File: config.mk
export PLATFORM = sky130hd
export DESIGN_NAME = cfg_chain_loader
export DESIGN_NICKNAME = d
export VERILOG_FILES = /design/src/rtl/cfg_chain_loader.sv
export SDC_FILE = /design/constraint.sdc
export NUM_CORES = 1
export LEC_CHECK = 0
export ABC_AREA = 1
export CORE_UTILIZATION = 40
export DETAILED_ROUTE_END_ITERATION = 8
export PLACE_DENSITY = 0.58
export SETUP_SLACK_MARGIN = 0.3
export SYNTH_ARGS = -nofsm -noshare
export SYNTH_HDL_FRONTEND = slang
export SYNTH_SLANG_ARGS = --single-unit
File: constraint.sdc
create_clock -name clk_i -period 2.1 [get_ports clk_i]
set_input_delay 0.21 -clock clk_i [delete_from_list [all_inputs] [get_ports clk_i]]
set_output_delay 0.21 -clock clk_i [all_outputs]
set_load 0.05 [all_outputs]
File: src/rtl/cfg_chain_loader.sv
// Configuration-chain loader: accepts bitstream bytes over valid/ready and shifts
// exactly NUM_BITS bits LSB-first onto the cfg_clk/cfg_value serial chain.
module cfg_chain_loader #(
   parameter int NUM_BITS = 20,
   parameter int CLK_DIV  = 4
) (
   input  logic       clk_i,
   input  logic       rst_i,
   input  logic       start_i,
   input  logic       abort_i,
   input  logic [7:0] data_i,
   input  logic       data_valid_i,
   output logic       data_ready_o,
   output logic       cfg_clk_o,
   output logic       cfg_value_o,
   output logic       busy_o,
   output logic       done_o,
   output logic       overflow_o
);

   localparam int CNT_W = $clog2(NUM_BITS + 1);
   localparam int DIV_W = (CLK_DIV > 1) ? $clog2(CLK_DIV) : 1;
   localparam logic [CNT_W-1:0] LAST_BIT = CNT_W'(NUM_BITS - 1);
   localparam logic [DIV_W-1:0] DIV_LAST = DIV_W'(CLK_DIV - 1);

   typedef enum logic [2:0] {
      S_IDLE,
      S_FETCH,
      S_SHIFT_LO,
      S_SHIFT_HI,
      S_DONE
   } state_t;

   state_t           r_state;
   logic [CNT_W-1:0] r_bit_cnt;
   logic [DIV_W-1:0] r_div_cnt;
   logic [2:0]       r_byte_bit;
   logic [7:0]       r_shift;
   logic             r_ready;
   logic             r_cfg_clk;
   logic             r_cfg_value;
   logic             r_busy;
   logic             r_done;
   logic             r_ovf;

   logic w_phase_end;
   logic w_accept;
   logic w_next_bit;

   assign w_phase_end = (r_div_cnt == DIV_LAST);
   assign w_accept    = (r_state == S_FETCH) && r_ready && data_valid_i && !abort_i;
   // Advance within the current byte only when more chain bits are still owed.
   assign w_next_bit  = (r_state == S_SHIFT_HI) && w_phase_end && !abort_i &&
                        (r_bit_cnt != LAST_BIT) && (r_byte_bit != 3'd7);

   // Byte shift register is pure data; its contents only matter after an accept.
   always_ff @(posedge clk_i) begin
      if (w_accept) begin
         r_shift <= data_i;
      end else if (w_next_bit) begin
         r_shift <= {1'b0, r_shift[7:1]};
      end
   end

   always_ff @(posedge clk_i or posedge rst_i) begin
      if (rst_i) begin
         r_state     <= S_IDLE;
         r_bit_cnt   <= '0;
         r_div_cnt   <= '0;
         r_byte_bit  <= '0;
         r_ready     <= 1'b0;
         r_cfg_clk   <= 1'b0;
         r_cfg_value <= 1'b0;
         r_busy      <= 1'b0;
         r_done      <= 1'b0;
         r_ovf       <= 1'b0;
      end else begin
         case (r_state)
            S_IDLE, S_DONE: begin
               if (start_i) begin
                  r_state     <= S_FETCH;
                  r_bit_cnt   <= '0;
                  r_div_cnt   <= '0;
                  r_ready     <= 1'b1;
                  r_busy      <= 1'b1;
                  r_done      <= 1'b0;
                  r_ovf       <= 1'b0;
                  r_cfg_clk   <= 1'b0;
                  r_cfg_value <= 1'b0;
               end else if ((r_state == S_DONE) && data_valid_i) begin
                  r_ovf <= 1'b1;
               end
            end

            S_FETCH: begin
               if (abort_i) begin
                  r_state     <= S_IDLE;
                  r_ready     <= 1'b0;
                  r_busy      <= 1'b0;
                  r_cfg_clk   <= 1'b0;
                  r_cfg_value <= 1'b0;
                  r_div_cnt   <= '0;
               end else if (w_accept) begin
                  r_state     <= S_SHIFT_LO;
                  r_ready     <= 1'b0;
                  r_cfg_value <= data_i[0];
                  r_byte_bit  <= '0;
                  r_div_cnt   <= '0;
               end
            end

            S_SHIFT_LO: begin
               if (abort_i) begin
                  r_state     <= S_IDLE;
                  r_busy      <= 1'b0;
                  r_cfg_clk   <= 1'b0;
                  r_cfg_value <= 1'b0;
                  r_div_cnt   <= '0;
               end else if (w_phase_end) begin
                  r_state   <= S_SHIFT_HI;
                  r_cfg_clk <= 1'b1;
                  r_div_cnt <= '0;
               end else begin
                  r_div_cnt <= r_div_cnt + 1'b1;
               end
            end

            S_SHIFT_HI: begin
               if (abort_i) begin
                  r_state     <= S_IDLE;
                  r_busy      <= 1'b0;
                  r_cfg_clk   <= 1'b0;
                  r_cfg_value <= 1'b0;
                  r_div_cnt   <= '0;
               end else if (w_phase_end) begin
                  r_cfg_clk <= 1'b0;
                  r_bit_cnt <= r_bit_cnt + 1'b1;
                  r_div_cnt <= '0;
                  if (r_bit_cnt == LAST_BIT) begin
                     r_state     <= S_DONE;
                     r_done      <= 1'b1;
                     r_busy      <= 1'b0;
                     r_cfg_value <= 1'b0;
                  end else if (r_byte_bit != 3'd7) begin
                     // New bit appears on the falling edge, giving a full low phase of setup.
                     r_state     <= S_SHIFT_LO;
                     r_byte_bit  <= r_byte_bit + 3'd1;
                     r_cfg_value <= r_shift[1];
                  end else begin
                     r_state <= S_FETCH;
                     r_ready <= 1'b1;
                  end
               end else begin
                  r_div_cnt <= r_div_cnt + 1'b1;
               end
            end

            default: begin
               r_state <= S_IDLE;
            end
         endcase
      end
   end

   assign data_ready_o = r_ready;
   assign cfg_clk_o    = r_cfg_clk;
   assign cfg_value_o  = r_cfg_value;
   assign busy_o       = r_busy;
   assign done_o       = r_done;
   assign overflow_o   = r_ovf;

endmodule

==> flow_summary.ini <==
[layout]
n_antenna_cell = 0
drive_above_1_share = 0.1386
fin_nets = 220
n_fill_cell = 341
seqCellArea_um2 = 685.7
fin_area_um2 = 1733
multi_input_area_um2 = 690.7
syn_to_final_growth_pct = 18.27
fin_cells = 248

[grt]
grt_overflow = 0
grt_use_total = 0.1718
grt_max_degree = 20
grt_pass1_vias = 1253
antenna_found_initial = 0
grt_pass1_wl_um = 5430

[floorplanning]
die-area_um2 = 3909
core_um2 = 3416
fp.dieH_um = 62.52
fp-row-count = 21
pin_count = 19
start_util = 0.4289
die_w_um = 62.52

[timing]
tightest_slew_ns = 0.5002
max_clock_freq_ghz = 0.5874
period_share = 0.8106
finalSetupTns_ns = 0
max-slew-margin-rel = 0.6660
setup_viol = 0
hold_viol_final = 0
fin_crit_ns = 1.702
layout_setup_ws_ns = 0.3977
clock-skew-final_ns = 0.008054
slew_violations = 0
rsz0062_at_grt = yes

[clock_network]
cts-buffers-inserted = 3
clk_path_buf_depth = 2
clkTransAtPathRegs_ns = 0.15
insertion_delay_ns = 0.32
post-cts-setup-buffers = 0
cts.sink_count = 26
hold_buffers = 0
post_cts_resized = 0
cts_tree = built
htreeDepth = 1
cts-root-buf = clkbuf_4

[yosys]
ys_warn_count = 0
yosys.area.top_type = dfrtp_1
synthMuxAreaShare = 0
ys_async_sr_fraction = 0.7308
synth_top_family_by_area = simple AND/OR/NAND/NOR gates
synth_xor_area_frac = 0
synth_compound_area_frac = 0.07942
synth.top_cell.area_share = 0.3245
synth.net_count = 197
synth.avg_cell_area_um2 = 8.140
synth_seq_area_share = 0.4680
synth_simple_gate_area_frac = 0.3544
synth_area_um2 = 1465
synth_edf_count = 7
synth_common_cells = nand2_1 (64), nand3_1 (21), dfrtp_1 (19)
ys_types = 26
yosysMostFrequentCell = nand2_1
ys_top_cells_by_area = dfrtp_1 (32%), nand2_1 (16%), edfxtp_1 (14%)
synth_adder_area_share = 0.03416
synth_flop_cell = dfrtp_1
synth.ff_latch_count = 26
syn_inst = 180

[placement]
hpwl_um = 2214
io_buffer_count = 18
dp_cells = 244
gp_congestion = 0.8244
placed_area_um2 = 1699
dpl_worst_slack_ns = 0.2983

[setup_path]
cp-end-kind = primary output
critPathKind = reg -> out
critPathLaunchType = flip-flop
reg2reg_from = r_bit_cnt[0]$_DFFE_PP0P_
slowest_stage = clkdlybuf4s50_1
crit_arrival_ns = 1.49
crit_cells = 1
reg2reg_depth = 6
crit_start = cfg_clk_o$_DFFE_PP0P_
cp_top_family = buffers and inverters
crit_required_ns = 1.89
cp_cell_sequence = clkdlybuf4s50_1
path_buf_inv = 1
critPathMaxFanout = 2
slowest_delay_ns = 0.80

[route]
via_per_inst = 4.927
routed_wl_um = 2931
dr.first_iter.drc_count = 48
drt_pass1_iterations = 4
drc_errors = 0
ant_nets = 0
num_vias = 1222
wl_per_cell_um = 11.82

[status]
status = complete, no violations

[pwr]
vdd_drop_max_v = 0.0003133
power.density_nw_per_um2 = 975.8
p_leak_nw = 0.8648

[hold_path]
hold_path_class = in -> async

[run]
maxCapViolCount = 0
## path summary, 6_finish.rpt
kind | end | slack, ns
min in group clk_i | busy_o$_DFFE_PP0P_ | 0.49
max in group asynchronous | overflow_o$_DFFE_PP0P_ | 1.70
max reg2reg | r_shift[5]$_DFFE_PP_ | 0.44
min reg2reg | busy_o$_DFFE_PP0P_ | 0.49
max | cfg_clk_o | 0.40
min | r_state[0]$_DFFE_PP0P_ | 0.19
## cell families after synthesis
group	Yosys count
simple gates	111
flops	26
buf+inv	22
compound gates	17
fa+ha+maj	4
## worst reg2reg max path, delay by kind of cell, from the launching register on
kind | cells | cell delay [ns]
flip-flops | 1 | 0.45
adder cells (fa/ha/maj) | 1 | 0.27
AND/OR/NAND/NOR | 4 | 0.61
buffers and inverters | 1 | 0.04
## placed cells by master (no fill, tap or decap)
master           Yosys  routed
inv_2                6       6
edfxtp_1             7       7
or2_2                2       2
clkdlybuf4s50_1      0      17
nand2_1             64      64
nor2_2               3       3
clkinv_2             1       1
ha_1                 4       4
inv_1               13      13
buf_4                0       1
dfrtp_1             19      19
a21boi_0             1       1
nand2_2              4       3
nor2_4               2       2
nand3_4              1       1
nand3b_1             2       2
dlymetal6s2s_1       0       1
nand2_4              1       2
a21oi_1              3       3
a31o_2               1       1
a21oi_4              1       1
inv_4                1       1
o21ai_4              1       1
nor2_1               7       7
o21ai_1              8       8
nand3_1             21      21
clkbuf_4             0       3
a31oi_1              2       2
clkinv_1             0       1
nand4_1              4       4
## area by class of cell
type	instances	share of cell area
Multi-Input combinational cell	132	0.3986
Clock inverter	1	0.002166
Inverter	21	0.04765
Tap cell	46	0.03321
Sequential cell	26	0.3957
Clock buffer	3	0.01300
Timing Repair Buffer	19	0.1097
## per-layer routing
layer | track usage | up-vias | wire length, um
met5 | 0 | - | 0
met4 | 0.07267 | 0 | 41
met3 | 0.02372 | 6 | 96
met2 | 0.2853 | 22 | 1400
met1 | 0.2234 | 565 | 1393
li1 | - | 629 | -
## flip-flops by register name, summed over array words and instances, names as in the netlist
signal	cells
busy_o	1
cfg_clk_o	1
cfg_value_o	1
data_ready_o	1
done_o	1
overflow_o	1
r_bit_cnt	5
r_byte_bit	3
r_div_cnt	2
r_shift	7
r_state	3
## report_power, final
group | total, mW | switching, mW | internal, mW
Combinational | 0.803 | 0.547 | 0.256
Sequential | 0.668 | 0.0593 | 0.609
Clock | 0.219 | 0.150 | 0.0695
Total | 1.69 | 0.756 | 0.935
## per-stage QoR
| step | hold WS (ns) | utilization | power (mW) |
|---|---|---|---|
| 3_5_place_dp | 0.4677 | 0.4974 | 1.485 |
| 4_1_cts | 0.1862 | 0.5051 | 1.711 |
| 6_report | 0.1861 | 0.5073 | 1.691 |
| 3_3_place_gp | 0.4572 | 0.4974 | 1.478 |
| 2_1_floorplan | 0.1611 | - | 1.286 |
| 5_1_grt | 0.1816 | 0.5073 | 1.839 |
Note: power is estimated with default switching activity, not from simulation.
